[src/rtl/fpu_issue.sv]
// FPU issue stage: registers RV32F instructions onto the FPU bus and stalls on RAW hazards
// against an age-indexed scoreboard. Optional FPU_WB_BYPASS_EN assumes a write-through regfile.
module fpu_issue #(
  parameter int WB_LAT = 5,
  parameter int CNT_W  = 32
) (
  input  logic             clk,
  input  logic             rst_n,
  input  logic [31:0]      inst_in,
  input  logic             inst_valid,
  output logic             inst_ready,
  output logic [31:0]      inst_out,
  output logic             busy,
  output logic [CNT_W-1:0] stall_cnt
);

  // Handshake: inst_in is taken on a rising edge where inst_valid && inst_ready;
  // inst_ready depends only on inst_in and the scoreboard, never on inst_valid.

  localparam logic [6:0] OP_FLW = 7'b0000111;
  localparam logic [6:0] OP_FSW = 7'b0100111;
  localparam logic [6:0] OP_FP  = 7'b1010011;

`ifdef FPU_WB_BYPASS_EN
  localparam int HAZ_DEPTH = WB_LAT - 1;
`else
  localparam int HAZ_DEPTH = WB_LAT;
`endif

  logic [6:0] opcode;
  logic [4:0] funct5;
  logic [4:0] rs1, rs2, rd;
  logic       uses_rs1, uses_rs2, writes_freg;
  logic       hazard, accept;

  logic [WB_LAT-1:0] sb_v_q, sb_v_d;
  logic [4:0]        sb_rd_q [WB_LAT];
  logic [4:0]        sb_rd_d [WB_LAT];
  logic [31:0]       inst_out_q, inst_out_d;
  logic [CNT_W-1:0]  stall_cnt_q, stall_cnt_d;

  // Fields the decoder does not look at (rm/width and fmt bits).
  logic unused_fields;
  assign unused_fields = ^{inst_in[26:25], inst_in[14:12]};

  assign opcode = inst_in[6:0];
  assign funct5 = inst_in[31:27];
  assign rs1    = inst_in[19:15];
  assign rs2    = inst_in[24:20];
  assign rd     = inst_in[11:7];

  always_comb begin
    uses_rs1    = 1'b0;
    uses_rs2    = 1'b0;
    writes_freg = 1'b0;
    case (opcode)
      OP_FLW: writes_freg = 1'b1;
      OP_FSW: uses_rs2 = 1'b1;
      OP_FP: begin
        case (funct5)
          5'b00000, 5'b00001, 5'b00010: begin
            uses_rs1    = 1'b1;
            uses_rs2    = 1'b1;
            writes_freg = 1'b1;
          end
          5'b11000: uses_rs1 = 1'b1;
          5'b11010: writes_freg = 1'b1;
          default: ;
        endcase
      end
      default: ;
    endcase
  end

  // With write-through, the oldest tracked entry commits this cycle and is already readable.
  always_comb begin
    hazard = 1'b0;
    for (int i = 0; i < HAZ_DEPTH; i++) begin
      if (sb_v_q[i] && ((uses_rs1 && (sb_rd_q[i] == rs1)) ||
                        (uses_rs2 && (sb_rd_q[i] == rs2)))) begin
        hazard = 1'b1;
      end
    end
  end

  assign inst_ready = ~hazard;
  assign accept     = inst_valid & inst_ready;

  always_comb begin
    inst_out_d = accept ? inst_in : 32'h0;
    sb_v_d[0]  = accept & writes_freg;
    sb_rd_d[0] = rd;
    for (int i = 1; i < WB_LAT; i++) begin
      sb_v_d[i]  = sb_v_q[i-1];
      sb_rd_d[i] = sb_rd_q[i-1];
    end
    stall_cnt_d = stall_cnt_q;
    if (inst_valid && !inst_ready && !(&stall_cnt_q)) begin
      stall_cnt_d = stall_cnt_q + {{(CNT_W-1){1'b0}}, 1'b1};
    end
  end

  always_ff @(posedge clk or negedge rst_n) begin
    if (!rst_n) begin
      inst_out_q  <= 32'h0;
      sb_v_q      <= '0;
      stall_cnt_q <= '0;
      for (int i = 0; i < WB_LAT; i++) begin
        sb_rd_q[i] <= 5'd0;
      end
    end else begin
      inst_out_q  <= inst_out_d;
      sb_v_q      <= sb_v_d;
      stall_cnt_q <= stall_cnt_d;
      for (int i = 0; i < WB_LAT; i++) begin
        sb_rd_q[i] <= sb_rd_d[i];
      end
    end
  end

  assign inst_out  = inst_out_q;
  assign busy      = |sb_v_q;
  assign stall_cnt = stall_cnt_q;

endmodule

[config.mk]
export PLATFORM = sky130hd
export DESIGN_NAME = fpu_issue
export DESIGN_NICKNAME = d
export VERILOG_FILES = /design/src/rtl/fpu_issue.sv
export SDC_FILE = /design/constraint.sdc
export NUM_CORES = 1
export LEC_CHECK = 0
export CAP_MARGIN = 20
export CORE_MARGIN = 2
export CORE_UTILIZATION = 25
export DETAILED_ROUTE_END_ITERATION = 8
export GPL_TIMING_DRIVEN = 0
export SLEW_MARGIN = 20
export SYNTH_ARGS = -nofsm -noshare
export SYNTH_HDL_FRONTEND = slang
export SYNTH_SLANG_ARGS = --single-unit
[constraint.sdc]
create_clock -name clk -period 2.4 [get_ports clk]
set_input_delay 0.36 -clock clk [delete_from_list [all_inputs] [get_ports clk]]
set_output_delay 0.36 -clock clk [all_outputs]
set_load 0.005 [all_outputs]
* Word level (Yosys, flattened, before mapping)
Index checks and enable logic that the tools add are counted.
** Operators by class
- Bitwise gates (word level) :: 3
- Add/subtract/negate cells :: 1
- Equal/unequal tests :: 17
- Mux-type cells :: 12
- Reductions and logical operators :: 29
** Operators by type and width (number)
- $eq A5 B5 Y1 :: 10
- $add A32 B1 Y32 const B :: 1
- $mux W32 :: 1
- $reduce_and A32 Y1 :: 1
- $logic_and A1 B1 Y1 :: 17
- $eq A5 B5 Y1 const B :: 2
- $mux W1 :: 9
- $reduce_or A4 Y1 :: 2
- $eq A7 B3 Y1 const B :: 1
- $eq A7 B6 Y1 const B :: 1
- $eq A7 B7 Y1 const B :: 1
- $eq A5 B1 Y1 const B :: 1
- $eq A5 B2 Y1 const B :: 1
- $logic_not A5 Y1 :: 1
- $logic_or A1 B1 Y1 :: 5
- $reduce_or A5 Y1 :: 1
- $pmux W1 S2 :: 2
- $reduce_or A3 Y1 :: 1
- $and A1 B1 Y1 :: 2
- $logic_not A1 Y1 :: 1
- $not A1 Y1 :: 1
** Storage, ports and cells
- Output and inout bits :: 66
- Flip-flop bits (word level) :: 94
- Word-level logic and storage cells :: 70
- Input bits :: 35

* Longest topological paths before layout
- Word-level depth :: 15
- Mapped depth :: 10
- Gate-level depth less buffers :: 9

* Least setup slack after synthesis
OpenSTA, ideal clock, no wires.
- Kind :: register -> register
- Start :: register stall_cnt_q[9], in the netlist stall_cnt[9]
- End :: register stall_cnt_q[1], in the netlist stall_cnt[1]
- Data required time :: 2.273 ns
- Stages on the path, launching flop included :: 9
- Arrival time :: 2.171 ns
- Clock period less this slack :: 2.298 ns
- Setup slack :: 0.102 ns
- Path buffers :: 1
- Cells stage by stage :: dfrtp_1 > nand4_1 > nor2_2 > nand3_2 > or4_4 > o21ai_2 > o21bai_4 > buf_6 > mux2_1
** On the way
- Longest elaborated chain between the ends :: 3
** RTL lines
- start: declaration :: RTL line 40 : logic [CNT_W-1:0] stall_cnt_q, stall_cnt_d;
- start signal: assignment :: RTL line 114 : stall_cnt_q <= stall_cnt_d;
- $reduce_and A32 Y1 :: RTL line 98 : if (inst_valid && !inst_ready && !(&stall_cnt_q)) begin
- $logic_not A1 Y1 :: RTL line 98
- $logic_and A1 B1 Y1 :: RTL line 98
Every way passes these cells.
A chain may end at the register's enable or synchronous reset.

* Final worst setup path
- Start :: input inst_in[5]
- End :: output inst_ready
** On the way
- Longest elaborated chain between the ends :: 11
- Elaborated cells between the ends (all ways) :: 30
** RTL lines
- start: declaration :: RTL line 9 : input logic [31:0] inst_in,
- $eq A7 B7 Y1 or $eq A7 B6 Y1 (tied branches) :: RTL line 56 : case (opcode)
- $pmux W1 S2 or $mux W1 (tied branches) :: RTL line 56
- $logic_and A1 B1 Y1, on equally long branches :: RTL line 80, 79
- $logic_or A1 B1 Y1 :: RTL line 79 : if (sb_v_q[i] && ((uses_rs1 && (sb_rd_q[i] == rs1)) ||
- $logic_and A1 B1 Y1 :: RTL line 79
- $mux W1 (4 in a row) :: RTL line 79
- $mux W1 (*) :: RTL line 79
- $not A1 Y1 (*) :: RTL line 86 : assign inst_ready = ~hazard;
- end: declaration :: RTL line 11 : output logic inst_ready,
Mark *: on every way between the ends. The rest lies on a longest branch, timed or not.

==> flow_summary.toml <==
[power]
swShare_pct = 22.18
sequentialPowerShare_pct = 45.7
leakage_nw = 2.740
switchingPower_uw = 808.0
pwr-share-clk_pct = 45.5
intPower_mw = 2.835
power_per_cell_area_nw_per_um2 = 584.4
irDropWorstVdd_v = 0.0003440
finalPower_mw = 3.643
p_comb_share_pct = 8.9

[routing]
routed_wirelength_mm = 12.13
drt_pass1_iterations = 4
vias = 3181
drc = 0
viasPerCell = 4.468
wl_per_cell_um = 17.04
drt_iter0_drc = 92
final_antenna_net_count = 0

[yosys]
ys_seq_area_share_pct = 54.59
yosys_warnings = 0
synth_cell_types = 40
async_reset_ff_share_pct = 100.0
yosys_most_used_dff = "dfrtp_1"
synth_edf_count = 0
syn-instance-count = 358
ys_ff_latch = 94
syn_area_per_cell_um2 = 12.04
syn-num-nets = 394
mappedNetlistArea_um2 = 4309

[floorplan]
io_pins = 101
start_util_pct = 25.26
die_w_um = 135.3
fp.dieH_um = 135.3
core_region_area_um2 = 17060
dieArea_um2 = 18300
rows = 48

[grt]
grt_pass1_wl_mm = 19.06
grt-ovfl-total = 0
grt_max_degree = 78
antenna_found_initial = 0
grt_use_total_pct = 13.84
grt_pass1_vias = 3469

[clock_network]
clock-sinks = 94
htree_levels = 3
root_buffer = "clkbuf_16"
clkTransAtPathRegs_ns = 0.06
insertion_delay_ns = 0.35
clockBufferDepth = 2
cts_tree = "yes"
cts_inserted_buffers = 9

[outcome]
run_status = "completed"

[timing]
period_minus_slack_ns = 2.364
hold_viol = 0
tns_ns = 0
fin_crit_sh_pct = 98.50
whs_ns = 0.2501
maxClockFrequency_mhz = 423.0
finalMaxSlewViolations = 0
slew_headroom_pct = 65.45
setup_viol = 0
worstMarginPinSlew_ns = 0.5182
skew_ns = 0.01051

[finish]
drive_above_1_share_pct = 23.61
area_growth_pct = 44.66
finalNetCount = 519
mostFrequentLayoutCells = "dfrtp_1 (87), clkdlybuf4s50_1 (76), xor2_1 (45)"
num_antenna_cells = 0
fin_area_um2 = 6233
final_util_pct = 36.55
fillers = 1712
layout_commonest_cell = "dfrtp_1"

[worst_setup_path]
crit_fanout = 5
cp-end-kind = "output port"
r2r-start = "stall_cnt[8]$_DFFE_PN0P_"
cp_common_cell = "buf_6"
critPathSlowestCell = "a2111oi_4"
critPathLaunchType = "input pin"
ff2ff_path_depth = 8
critical_path.max_stage_delay_ns = 0.41
reg2reg_to = "stall_cnt[1]$_DFFE_PN0P_"
crit_chain = "buf_6 > and4bb_4 > nand4_4 > a2111oi_4 > o21ai_1 > nand3_2 > nor2_4 > buf_8 > buf_6"
path_buf_inv = 3
crit_arrival_ns = 2.00
path_class = "input pin to output port"
crit_family = "simple AND/OR/NAND/NOR gates"
crit_required_ns = 2.04
setup.reg_to_reg.worst_slack_ns = 0.04

[hold_path]
holdPathStages = 2
worstHoldStart = "inst_in[5]"
hold_class = "input pin to flip-flop"
hold_end = "inst_out[5]$_DFF_PN0_"

[flow_run]
maxCapViolations = 0

[placed_design]
place_congestion = 0.8156
place_area_um2 = 5520
hpwl_mm = 8.537
port_buffers = 90
-- cells by family after synthesis --
group                    count (synthesis)  share of synthesized area, %
AND/OR/NAND/NOR                        135                         21.92
adder cells (fa/ha/maj)                  1                        0.2903
AO/OA/AOI/OAI                           16                         3.049
flip-flops                              94                         54.59
XOR/XNOR                                81                         16.46
buffers and inverters                   30                         3.426
multiplexers                             1                        0.2613
-- routing by layer --
metal	GRT usage (%)	wire (um)	vias to the layer above
met3	3.966	720	15
met4	4.977	204	0
met1	17.01	5193	1593
met5	0	0	-
li1	-	-	1487
met2	23.21	6017	86
-- power groups by stage --
stage / logic [mW] / registers (mW) / clock network [mW]
3_3_place_gp: 0.290 / 1.69 / 0
2_1_floorplan: 0.119 / 1.69 / 0
5_1_grt: 0.354 / 1.67 / 1.75
6_report: 0.323 / 1.66 / 1.66
3_5_place_dp: 0.301 / 1.69 / 0
4_1_cts: 0.319 / 1.66 / 1.68
-- synthesized netlist by cell type (all sizes together), types with 2 or more instances --
cell type | instances | area [um2]
a2111oi | 5 | 43.79
and3 | 33 | 206.5
and4bb | 3 | 37.54
buf | 9 | 68.81
clkbuf | 15 | 56.30
dfrtp | 94 | 2352
inv | 6 | 22.52
nand2 | 13 | 51.30
nand3 | 27 | 150.2
nand4 | 7 | 58.81
nor2 | 11 | 43.80
nor3 | 13 | 65.06
nor4 | 20 | 252.7
o21ai | 7 | 38.78
or2 | 2 | 12.51
xnor2 | 36 | 315.3
xor2 | 45 | 394.1
-- flip-flops by register name, summed over array words and instances, names as in the netlist --
name and flops:
stall_cnt 32, sb_rd_q 5, inst_out 32, sb_v_q 5
sb_rd_d 20
-- what timing repair did --
item / 4_1_cts / 5_1_grt
endpoints found under the hold margin: 17 / 0
cloned: 1 / 0
pin swaps: 16 / 26
hold buffers: 1 / 0
setup endpoints to repair: 62 / 32
resized for setup: 61 / 41
buffers inserted: 14 / 8
-- metrics by stage --
step,setup slack (ns),std cells
floorplan,0.1018,358
global placement,-2.525,673
detailed placement,-1.495,674
CTS,0.005346,704
global route,-0.02279,712
finish,0.03599,712
-- layout make-up --
cell class,instances,area (um2),share of cell area (%)
tap,225,281.5,4.516
buffer,23,137.6,2.208
inverter,6,22.52,0.3613
clock inverter,4,95.09,1.525
clock buffer,11,242.7,3.894
sequential,94,2361,37.88
multi-input combinational,234,2026,32.50
timing repair buffer,115,1067,17.12
-- worst max-delay path by stage --
stage | from | end | slack (ns) | depth (start not counted)
after floorplan | stall_cnt[9]$_DFFE_PN0P_ | stall_cnt[1]$_DFFE_PN0P_ | 0.10 | 8
after global placement | rst_n | inst_out[12]$_DFF_PN0_ | -2.53 | 1
after detailed placement | inst_in[28] | inst_ready | -1.49 | 9
after CTS | inst_in[5] | inst_ready | 0.005 | 9
after global routing | stall_cnt[8]$_DFFE_PN0P_ | stall_cnt[24]$_DFFE_PN0P_ | -0.02 | 9
final | inst_in[5] | inst_ready | 0.04 | 9
Power figures use the tool's default switching activity.
